**config.mk**
```make
export PLATFORM = sky130hd
export DESIGN_NAME = cdc_handshake_tx
export DESIGN_NICKNAME = d
export VERILOG_FILES = /design/src/rtl/cdc_handshake_tx.sv
export SDC_FILE = /design/constraint.sdc
export NUM_CORES = 1
export LEC_CHECK = 0
export CAP_MARGIN = 40
export CORE_ASPECT_RATIO = 1.1
export CORE_MARGIN = 2
export CORE_UTILIZATION = 30
export DETAILED_ROUTE_END_ITERATION = 7
export HOLD_SLACK_MARGIN = 0.03
export PLACE_DENSITY = 0.69
export SKIP_LAST_GASP = 1
export SYNTH_ARGS = -nofsm -noshare
export SYNTH_HDL_FRONTEND = slang
export SYNTH_SLANG_ARGS = --single-unit
```
**constraint.sdc**
```tcl
create_clock -name clk_i -period 1.85 [get_ports clk_i]
set_input_delay 0.185 -clock clk_i [delete_from_list [all_inputs] [get_ports clk_i]]
set_output_delay 0.185 -clock clk_i [all_outputs]
set_load 0.01 [all_outputs]
```
**src/rtl/cdc_handshake_tx.sv**
```systemverilog
// cdc_handshake_tx: source side of a 4-phase req/ack CDC handshake; optional REQ abort timeout under `TIMEOUT_EN`
module cdc_handshake_tx #(
    parameter int DATA_WIDTH     = 8,
    parameter int SYNC_FF_STAGE  = 3,
    parameter int TIMEOUT_CYCLES = 1024
) (
    input  logic                  clk_i,
    input  logic                  rst_ni,
    input  logic                  valid_i,
    input  logic [DATA_WIDTH-1:0] data_i,
    output logic                  ready_o,
    output logic                  req_o,
    output logic [DATA_WIDTH-1:0] data_o,
    input  logic                  ack_async_i,
    output logic                  busy_o,
    output logic                  done_o,
    output logic                  err_o
);
    typedef enum logic [1:0] {IDLE, REQ, WAIT_LOW} state_e;

    state_e                   state_q, state_d;
    logic [SYNC_FF_STAGE-1:0] sync_q;
    logic [DATA_WIDTH-1:0]    data_q, data_d;
    logic                     req_q, done_q, err_q;
    logic                     ack_sync, accept, timeout, abort;

    if (SYNC_FF_STAGE < 2 || TIMEOUT_CYCLES < 2) begin : g_param_check
        $error("cdc_handshake_tx: SYNC_FF_STAGE and TIMEOUT_CYCLES must be >= 2");
    end

    assign ack_sync = sync_q[SYNC_FF_STAGE-1];
    assign ready_o  = (state_q == IDLE) & ~ack_sync;
    assign accept   = valid_i & ready_o;
    assign busy_o   = state_q != IDLE;
    assign req_o    = req_q;
    assign data_o   = data_q;
    assign done_o   = done_q;
    assign err_o    = err_q;

`ifdef TIMEOUT_EN
    localparam int CW = $clog2(TIMEOUT_CYCLES);
    logic [CW-1:0] cnt_q;
    logic          abort_q;
    assign timeout = (state_q == REQ) & ~ack_sync & (cnt_q == CW'(TIMEOUT_CYCLES - 1));
    assign abort   = abort_q;
    // Count cycles spent in REQ; held at zero elsewhere so each REQ entry starts fresh
    always_ff @(posedge clk_i or negedge rst_ni)
        if (!rst_ni) cnt_q <= '0;
        else         cnt_q <= (state_q == REQ) ? cnt_q + 1'b1 : '0;
    // Remember an abort until IDLE so its WAIT_LOW exit is not reported as done
    always_ff @(posedge clk_i or negedge rst_ni)
        if (!rst_ni) abort_q <= 1'b0;
        else         abort_q <= timeout | (abort_q & (state_q != IDLE));
`else
    assign timeout = 1'b0;
    assign abort   = 1'b0;
`endif

    // Ack synchronizer: shift the asynchronous ack through the flop chain
    always_ff @(posedge clk_i or negedge rst_ni)
        if (!rst_ni) sync_q <= '0;
        else         sync_q <= {sync_q[SYNC_FF_STAGE-2:0], ack_async_i};

    // Next-state and held-word selection
    always_comb begin
        state_d = state_q;
        data_d  = accept ? data_i : data_q;
        case (state_q)
            IDLE:     if (accept) state_d = REQ;
            REQ:      if (ack_sync || timeout) state_d = WAIT_LOW;
            WAIT_LOW: if (!ack_sync) state_d = IDLE;
            default:  state_d = IDLE;
        endcase
    end

    // State and registered outputs; req follows the next state so it is high exactly in REQ
    always_ff @(posedge clk_i or negedge rst_ni)
        if (!rst_ni) begin
            state_q <= IDLE;
            data_q  <= '0;
            req_q   <= 1'b0;
            done_q  <= 1'b0;
            err_q   <= 1'b0;
        end else begin
            state_q <= state_d;
            data_q  <= data_d;
            req_q   <= state_d == REQ;
            done_q  <= (state_q == WAIT_LOW) & ~ack_sync & ~abort;
            err_q   <= timeout;
        end
endmodule

```
==> results.md, run 1 <==
* WS Path Type: flop to primary output
* Area contributors post-synth: dfrtp_1 (67%), mux2_2 (16%), nor4b_4 (4.2%)
* FP Rows at 16
* Clk_lat worst skew at 0.27 ns
* Max Freq at 584 MHz
* Synth top area share at 67.0%
* Non-filler instance count after layout at 79
* Setup violators final at 0
* Cell taking the most area after synthesis: dfrtp_1
* GR Util All Layers at 10.6%
* Area occupied by registers at 375 um2
* Fraction of layout cells with a size suffix above 1 at 24.6%
* Sw frac at 25.1%
* Die H at 49.3 um
* Die area at 2230 um2
* Slowest stage delay, CP at 0.47 ns
* DRT iter0 DRCs at 1
* Clock Pin Slew Worst Setup and Hold Paths at 0.08 ns
* CP endpoint kind: primary output
* Via Count at 351
* Crit path arrival time at 1.53 ns
* Comb pwr share at 30.3%
* Slew margin rel. at 55.1%
* Via-to-Cell Ratio at 4.44
* CTS Hold Bufs at 0
* Status: finished, final reports clean
* Largest net degree at the start of global routing at 16
* Register share of total power at 49.5%
* Worst path cell trace: or2_2, clkdlybuf4s50_1
* CP max stage cell: dfrtp_1
* Maximum VDD drop at 0.000426 V
* Setup TNS at 0 ns
* H-Tree Level Count at 1
* RD Place Congestion at 0.703
* Crit-path max FO at 6
* Final wirelength at 969 um
* Fin worst setup slack at 0.138 ns
* Maximum capacitance violations at 0
* Cell area after synthesis at 561 um2
* Post-CTS sizing at 0
* Clk network pwr share at 20.1%
* Worst Tran Pin Value at 0.672 ns
* Register bit total from synthesis at 15
* I/O Pins at 25
* Register area share after synthesis at 67.0%
* Switching power of the nets at 0.000218 W
* Syn_nets at 47
* Layout area overhead at 47.8%
* CTS tree: done
* Worst hold margin at 0.318 ns
* CTS buffer count at 3
* Count of cell types in the netlist at 12
* Core area at 1760 um2
* DRC errors left at 0
* Min cycle time layout at 1.71 ns
* HP Class: primary input to asynchronous set/reset pin
* Number of global-route vias before repair at 366
* Port bufs at 23
* GRT overflow at 0
* RSZ-0062 raised after global routing: false
* First-pass GRT wire length at 1640 um
* Ys Warns at 0
* Leak Pwr at 0.353 nW
* Initial Util at 31.8%
* Slew Limit Fails at 0
* Post-DR wirelength/cell at 12.3 um
* Clock Sinks at 15
* Number of fill cells at 165
* Place WS at 0.295 ns
* CP Launch Type: flop
* Hold Vio Cnt, Final at 0
* Die W at 45.2 um
* Post-CTS Setup Bufs at 0
* Ant. Diodes at 0
* Pre-antenna DRT Iters at 2
* Antenna violations before repair at 0
* Final worst-path cycle share at 92.5%
* Syn avg cell area at 16.0 um2
* Final clock skew at 0.00250 ns
* Worst endpoint required time at 1.66 ns
* Root Buffer: clkbuf_4
* Clock buffer depth at 2
* Syn Inst Count at 35
* Dpl cells at 75
* Final ANT Viol Nets at 0
* Power per cell area at 1050 nW/um2
* Internal power at 0.000652 W
* Final nets at 74
* Multi-input gate area at 166 um2
## synthesized netlist by cell type
cell,count
buf_6,1
nor3_1,3
and2_2,1
nor2_1,1
nor4b_4,1
xor2_1,1
dfrtp_1,15
buf_4,1
conb_1,1
mux2_2,8
nor3b_1,1
or2_2,1
## metal layers
metal | GRT usage, % | share of wire, % | vias up
met2 | 16.0 | 51 | 18
met1 | 11.5 | 39 | 166
li1 | - | - | 167
met5 | 0 | 0 | -
met4 | 7.35 | 0 | 0
met3 | 4.44 | 10 | 0
## registers in the layout, summed over array words and instances, names as in the netlist
name / count
data_o: 8
done_o: 1
req_o: 1
state_q: 2
sync_q: 3
## power groups by stage
stage / logic, W / clock network [W] / registers, W
3_5_place_dp: 0.000268 / 0 / 0.000439
5_1_grt: 0.000285 / 0.000204 / 0.000443
6_report: 0.000264 / 0.000175 / 0.000431
3_3_place_gp: 0.000262 / 0 / 0.000438
2_1_floorplan: 0.0000881 / 0 / 0.000456
4_1_cts: 0.000269 / 0.000190 / 0.000433
## area by class of cell
cell class / count / share of cell area (%)
flip-flops and latches: 15 / 45.3
repair buffers: 24 / 28.7
multi-input cells: 18 / 20.1
clock buffers: 4 / 3.17
well taps: 18 / 2.72
## final timing paths
path	startpoint	end	slack, ns	cells after the start
max in group asynchronous	rst_ni	data_o[7]$_DFFE_PN0P_	1.10	1
worst max register to register	sync_q[2]$_DFF_PN0_	data_o[2]$_DFFE_PN0P_	0.44	3
worst min-delay path	rst_ni	state_q[0]$_DFF_PN0_	0.32	1
worst max-delay path	state_q[0]$_DFF_PN0_	busy_o	0.14	2
worst min register to register	sync_q[1]$_DFF_PN0_	sync_q[2]$_DFF_PN0_	0.35	0
min in group clk_i	ack_async_i	sync_q[0]$_DFF_PN0_	0.34	1
## layout by cell type, fill, tap and decap left out
cell | synthesis | final
nor4b_4 | 1 | 1
clkbuf_4 | 0 | 3
and2_2 | 1 | 1
nor3b_1 | 1 | 1
or2_2 | 1 | 1
xor2_1 | 1 | 1
dfrtp_1 | 15 | 15
nor3_1 | 3 | 3
mux2_2 | 8 | 8
buf_4 | 1 | 1
clkbuf_1 | 0 | 1
conb_1 | 1 | 1
clkdlybuf4s50_1 | 0 | 23
nor2_1 | 1 | 1
## logic make-up after synthesis
group,count (synthesis),share of synthesized area [%]
muxes,8,16.1
buffers and inverters,2,3.35
DFF,15,67.0
xor gates and xnor gates,1,1.56
other,1,0.669
and+or+nand+nor,8,11.4
## through the flow
step	power (W)	instance area [um2]	utilization (%)
finish	0.000870	828	47.0
global route	0.000931	828	47.0
CTS	0.000891	828	47.0
detailed placement	0.000707	802	45.5
global placement	0.000700	802	45.5
floorplan	0.000544	561	-
## critical path, delay by kind of cell (launching register included)
family,cells,cell delay [ns]
buf+inv,1,0.47
flops,1,0.47
simple gates,1,0.32
No activity file was read; power rests on OpenSTA's default activity.
==> run 2: changes to the inputs <==
--- a/config.mk
+++ b/config.mk
@@ -7,11 +7,9 @@
 export LEC_CHECK = 0
 export CAP_MARGIN = 40
 export CORE_ASPECT_RATIO = 1.1
-export CORE_MARGIN = 2
 export CORE_UTILIZATION = 30
 export DETAILED_ROUTE_END_ITERATION = 7
 export HOLD_SLACK_MARGIN = 0.03
-export PLACE_DENSITY = 0.69
 export SKIP_LAST_GASP = 1
 export SYNTH_ARGS = -nofsm -noshare
 export SYNTH_HDL_FRONTEND = slang
==> run 2 against run 1 <==
Via count rose by 2.3%. Largest cell class unchanged. Global-route usage is 0.91 points lower. Non-clock buffer count did not move. Critical endpoint unchanged.
==> results.md, run 2 (synthesis gave the netlist of run 1 again) <==
* Status: finished, final reports clean
* Maximum VDD drop at 0.000514 V
* WS Path Type: flop to primary output
* Final nets at 74
* Worst Tran Pin Value at 0.635 ns
* Via-to-Cell Ratio at 4.54
* CTS Hold Bufs at 0
* First-pass GRT wire length at 1460 um
* Initial Util at 31.8%
* Most common cell after layout, fill and taps aside: clkdlybuf4s50_1
* Post-CTS sizing at 0
* Switching power of the nets at 0.000216 W
* I/O Pins at 25
* Power per cell area at 1050 nW/um2
* Leak Pwr at 0.353 nW
* Core area at 1760 um2
* Crit-path max FO at 6
* CP Launch Type: flop
* Max Freq at 586 MHz
* Slew Limit Fails at 0
* GR Util All Layers at 9.65%
* DRC errors left at 0
* Final wirelength at 880 um
* Die H at 47.3 um
* Layout area overhead at 47.8%
* RSZ-0062 raised after global routing: false
* Ant. Diodes at 0
* RD Place Congestion at 0.688
* Die area at 2050 um2
* CTS tree: done
* Root Buffer: clkbuf_4
* Sw frac at 24.9%
* Comb pwr share at 30.2%
* Pre-antenna DRT Iters at 4
* Clock Sinks at 15
* Fraction of layout cells with a size suffix above 1 at 24.6%
* Hold Vio Cnt, Final at 0
* Min cycle time layout at 1.71 ns
* HPWL Detailed at 662 um
* Clock buffer depth at 2
* Antenna violations before repair at 0
* Clk_lat worst skew at 0.26 ns
* Number of fill cells at 168
* Clk network pwr share at 20.1%
* FP Rows at 16
* Max reg flops at 8
* H-Tree Level Count at 1
* Final ANT Viol Nets at 0
* Port bufs at 23
* Clock Pin Slew Worst Setup and Hold Paths at 0.08 ns
* GR peak layer: met2
* Commonest non-fill, non-tap cells in the layout: clkdlybuf4s50_1 (23), dfrtp_1 (15), mux2_2 (8)
* Slew margin rel. at 57.5%
* Final clock skew at 0.00263 ns
* Power after layout at 0.000867 W
* Die W at 43.2 um
* Register share of total power at 49.7%
* Met3 Usage GRT at 2.31%
* Largest net degree at the start of global routing at 16
* Crit path arrival time at 1.52 ns
* DRT iter0 DRCs at 4
* Via Count at 359
* Setup TNS at 0 ns
* Internal power at 0.000651 W
* Met1 usage in global routing at 12.3%
* GR met2 Demand/Resource at 16.1%
* CP endpoint kind: primary output
* Final worst-path cycle share at 92.3%
* Setup violators final at 0
* CTS buffer count at 3
* HP Class: primary input to asynchronous set/reset pin
* Maximum capacitance violations at 0
* GRT overflow at 0
* Post-DR wirelength/cell at 11.1 um
* Number of global-route vias before repair at 346
* Worst endpoint required time at 1.66 ns
* Post-CTS Setup Bufs at 0
## run 2: power by group through the flow
stage / Sequential (W) / Clock, W / Combinational [W]
5_1_grt: 0.000440 / 0.000198 / 0.000280
2_1_floorplan: 0.000456 / 0 / 0.0000881
4_1_cts: 0.000433 / 0.000184 / 0.000266
3_5_place_dp: 0.000438 / 0 / 0.000265
6_report: 0.000431 / 0.000174 / 0.000262
3_3_place_gp: 0.000439 / 0 / 0.000262
## run 2: worst paths after layout
kind,startpoint,end,slack [ns],depth (start not counted)
worst max-delay path,state_q[0]$_DFF_PN0_,busy_o,0.14,2
max in group asynchronous,rst_ni,data_o[3]$_DFFE_PN0P_,1.14,1
worst min register to register,sync_q[0]$_DFF_PN0_,sync_q[1]$_DFF_PN0_,0.35,0
worst max register to register,sync_q[2]$_DFF_PN0_,data_o[2]$_DFFE_PN0P_,0.44,3
worst min-delay path,rst_ni,state_q[0]$_DFF_PN0_,0.31,1
min in group clk_i,sync_q[0]$_DFF_PN0_,sync_q[1]$_DFF_PN0_,0.35,0
## run 2: area by class of cell
type / count / area, um2 / share of cell area [%]
clock buffer: 4 / 26.3 / 3.17
multi-input combinational: 18 / 166 / 20.1
sequential: 15 / 375 / 45.3
tap: 18 / 22.5 / 2.72
timing repair buffer: 24 / 238 / 28.7
## run 2: through the flow
| step | utilization, % | instances | cell area (um2) | setup slack [ns] | hold slack (ns) |
|---|---|---|---|---|---|
| floorplan | - | 35 | 561 | 0.445 | -0.111 |
| global placement | 45.5 | 75 | 802 | 0.329 | 0.334 |
| detailed placement | 45.5 | 75 | 802 | 0.291 | 0.337 |
| CTS | 47.0 | 79 | 828 | 0.126 | 0.335 |
| global route | 47.0 | 79 | 828 | 0.0730 | 0.359 |
| finish | 47.0 | 79 | 828 | 0.142 | 0.306 |
## run 2: critical path: stages, from the launching register on
cell             delay, ns
dfrtp_1               0.47
or2_2                 0.32
clkdlybuf4s50_1       0.47
## run 2: metal layers
metal | part of all wire (%) | vias to the layer above
li1 | - | 167
met1 | 44 | 176
met3 | 7.0 | 0
met2 | 49 | 16
met4 | 0 | 0
met5 | 0 | -
==> run 3: changes to the inputs <==
==> constraint.sdc (replaced) <==
create_clock -name clk_i -period 2.1 [get_ports clk_i]
set_input_delay 0.21 -clock clk_i [delete_from_list [all_inputs] [get_ports clk_i]]
set_output_delay 0.21 -clock clk_i [all_outputs]
set_load 0.01 [all_outputs]
==> run 3 against run 2 <==
Setup slack better by 0.22 ns. Core utilization decreased by 0.43 points. Sequential power fell by 12%. Largest power group unchanged.
==> results.md, run 3 (synthesis gave the netlist of run 1 again) <==
* Worst Tran Pin Value at 0.631 ns
* Post-CTS Setup Bufs at 0
* Largest net degree at the start of global routing at 16
* Power per cell area at 927 nW/um2
* Hold Vio Cnt, Final at 0
* FP Rows at 16
* HP Class: primary input to asynchronous set/reset pin
* Pre-antenna DRT Iters at 4
* Port bufs at 23
* Root Buffer: clkbuf_4
* Non-filler instance count after layout at 78
* CTS buffer count at 3
* Post-DR wirelength/cell at 10.7 um
* Via Count at 351
* Maximum VDD drop at 0.000398 V
* Die H at 47.3 um
* Final Instance Area at 821 um2
* GR Util All Layers at 9.63%
* CP Launch Type: flop
* First-pass GRT wire length at 1390 um
* Final worst-path cycle share at 82.5%
* Die W at 43.2 um
* Via-to-Cell Ratio at 4.50
* CP max stage cell: dfrtp_1
* WS Path Type: flop to primary output
* DRT iter0 DRCs at 5
* Final nets at 73
* Setup TNS at 0 ns
* Number of global-route vias before repair at 323
* Max Freq at 577 MHz
* Switching power of the nets at 0.000189 W
* Final wirelength at 831 um
* Max reg flops at 8
* I/O Pins at 25
* Register share of total power at 49.9%
* Core area at 1760 um2
* HPWL Detailed at 593 um
* Post-CTS sizing at 0
* Ant. Diodes at 0
* CTS Hold Bufs at 0
* Maximum capacitance violations at 0
* Dpl cells at 74
* Clock buffer depth at 2
* Slew margin rel. at 57.8%
* Setup violators final at 0
* Status: finished, final reports clean
* CTS tree: done
* CP top delay family: flip-flops
* Internal power at 0.000572 W
* Worst R2R Setup Slack at 0.56 ns
* Final ANT Viol Nets at 0
* GRT overflow at 0
* Clock Pin Slew Worst Setup and Hold Paths at 0.08 ns
* Crit path arrival time at 1.52 ns
* CP Buf/Inv Count at 1
* Slowest stage delay, CP at 0.47 ns
* CP endpoint kind: primary output
* RSZ-0062 raised after global routing: false
* DRC errors left at 0
* Comb pwr share at 29.9%
* Layout area overhead at 46.4%
* Clk_lat worst skew at 0.27 ns
* Min cycle time layout at 1.73 ns
* Sw frac at 24.9%
* Placement Cell Area at 795 um2
* Antenna violations before repair at 0
* Slew Limit Fails at 0
* Leak Pwr at 0.348 nW
* Crit-path max FO at 6
* Commonest non-fill, non-tap cells in the layout: clkdlybuf4s50_1 (23), dfrtp_1 (15), mux2_2 (8)
* Die area at 2050 um2
* Worst endpoint required time at 1.89 ns
* Most common cell after layout, fill and taps aside: clkdlybuf4s50_1
* RD Place Congestion at 0.687
* Clk network pwr share at 20.2%
* Worst path cell trace: or2_2, clkdlybuf4s50_1
* Post-layout util at 46.6%
* Initial Util at 31.8%
* Clock Sinks at 15
* H-Tree Level Count at 1
* Final clock skew at 0.00102 ns
* Fraction of layout cells with a size suffix above 1 at 23.3%
## run 3: cell count changes in the layout (fill, tap and decap cells not counted), sizes merged
cell	before	now
buf	1	0
## run 3: power by group through the flow
| stage | combinational, W | sequential [W] | clock [W] |
|---|---|---|---|
| after floorplan | 0.0000776 | 0.000402 | 0 |
| after global placement | 0.000229 | 0.000387 | 0 |
| after detailed placement | 0.000230 | 0.000385 | 0 |
| after CTS | 0.000231 | 0.000381 | 0.000164 |
| after global routing | 0.000245 | 0.000387 | 0.000175 |
| final | 0.000228 | 0.000380 | 0.000154 |
## run 3: area by class of cell
class | instances | area (um2)
multi-input combinational | 18 | 166
tap | 18 | 22.5
timing repair buffer | 23 | 230
sequential | 15 | 375
fill | 168 | 941
clock buffer | 4 | 26.3
## run 3: per-layer routing
| metal | track usage [%] | wire length (um) | up-vias |
|---|---|---|---|
| met2 | 15.2 | 390 | 16 |
| li1 | - | - | 168 |
| met1 | 11.3 | 370 | 165 |
| met3 | 2.69 | 60 | 2 |
| met5 | 0 | 0 | - |
| met4 | 7.27 | 9 | 0 |
## run 3: worst paths after layout
kind | start | end | cells after the start
worst min register to register | sync_q[1]$_DFF_PN0_ | sync_q[2]$_DFF_PN0_ | 0
min in group clk_i | sync_q[1]$_DFF_PN0_ | sync_q[2]$_DFF_PN0_ | 0
max in group asynchronous | rst_ni | sync_q[1]$_DFF_PN0_ | 1
worst min-delay path | rst_ni | done_o$_DFF_PN0_ | 1
worst max register to register | sync_q[2]$_DFF_PN0_ | data_o[6]$_DFFE_PN0P_ | 2
worst max-delay path | state_q[0]$_DFF_PN0_ | busy_o | 2
## run 3: through the flow
step	setup slack, ns	power [W]	hold WS, ns
2_1_floorplan	0.695	0.000480	-0.0856
3_3_place_gp	0.380	0.000615	0.334
3_5_place_dp	0.376	0.000615	0.337
4_1_cts	0.356	0.000776	0.354
5_1_grt	0.281	0.000806	0.371
6_report	0.367	0.000761	0.328
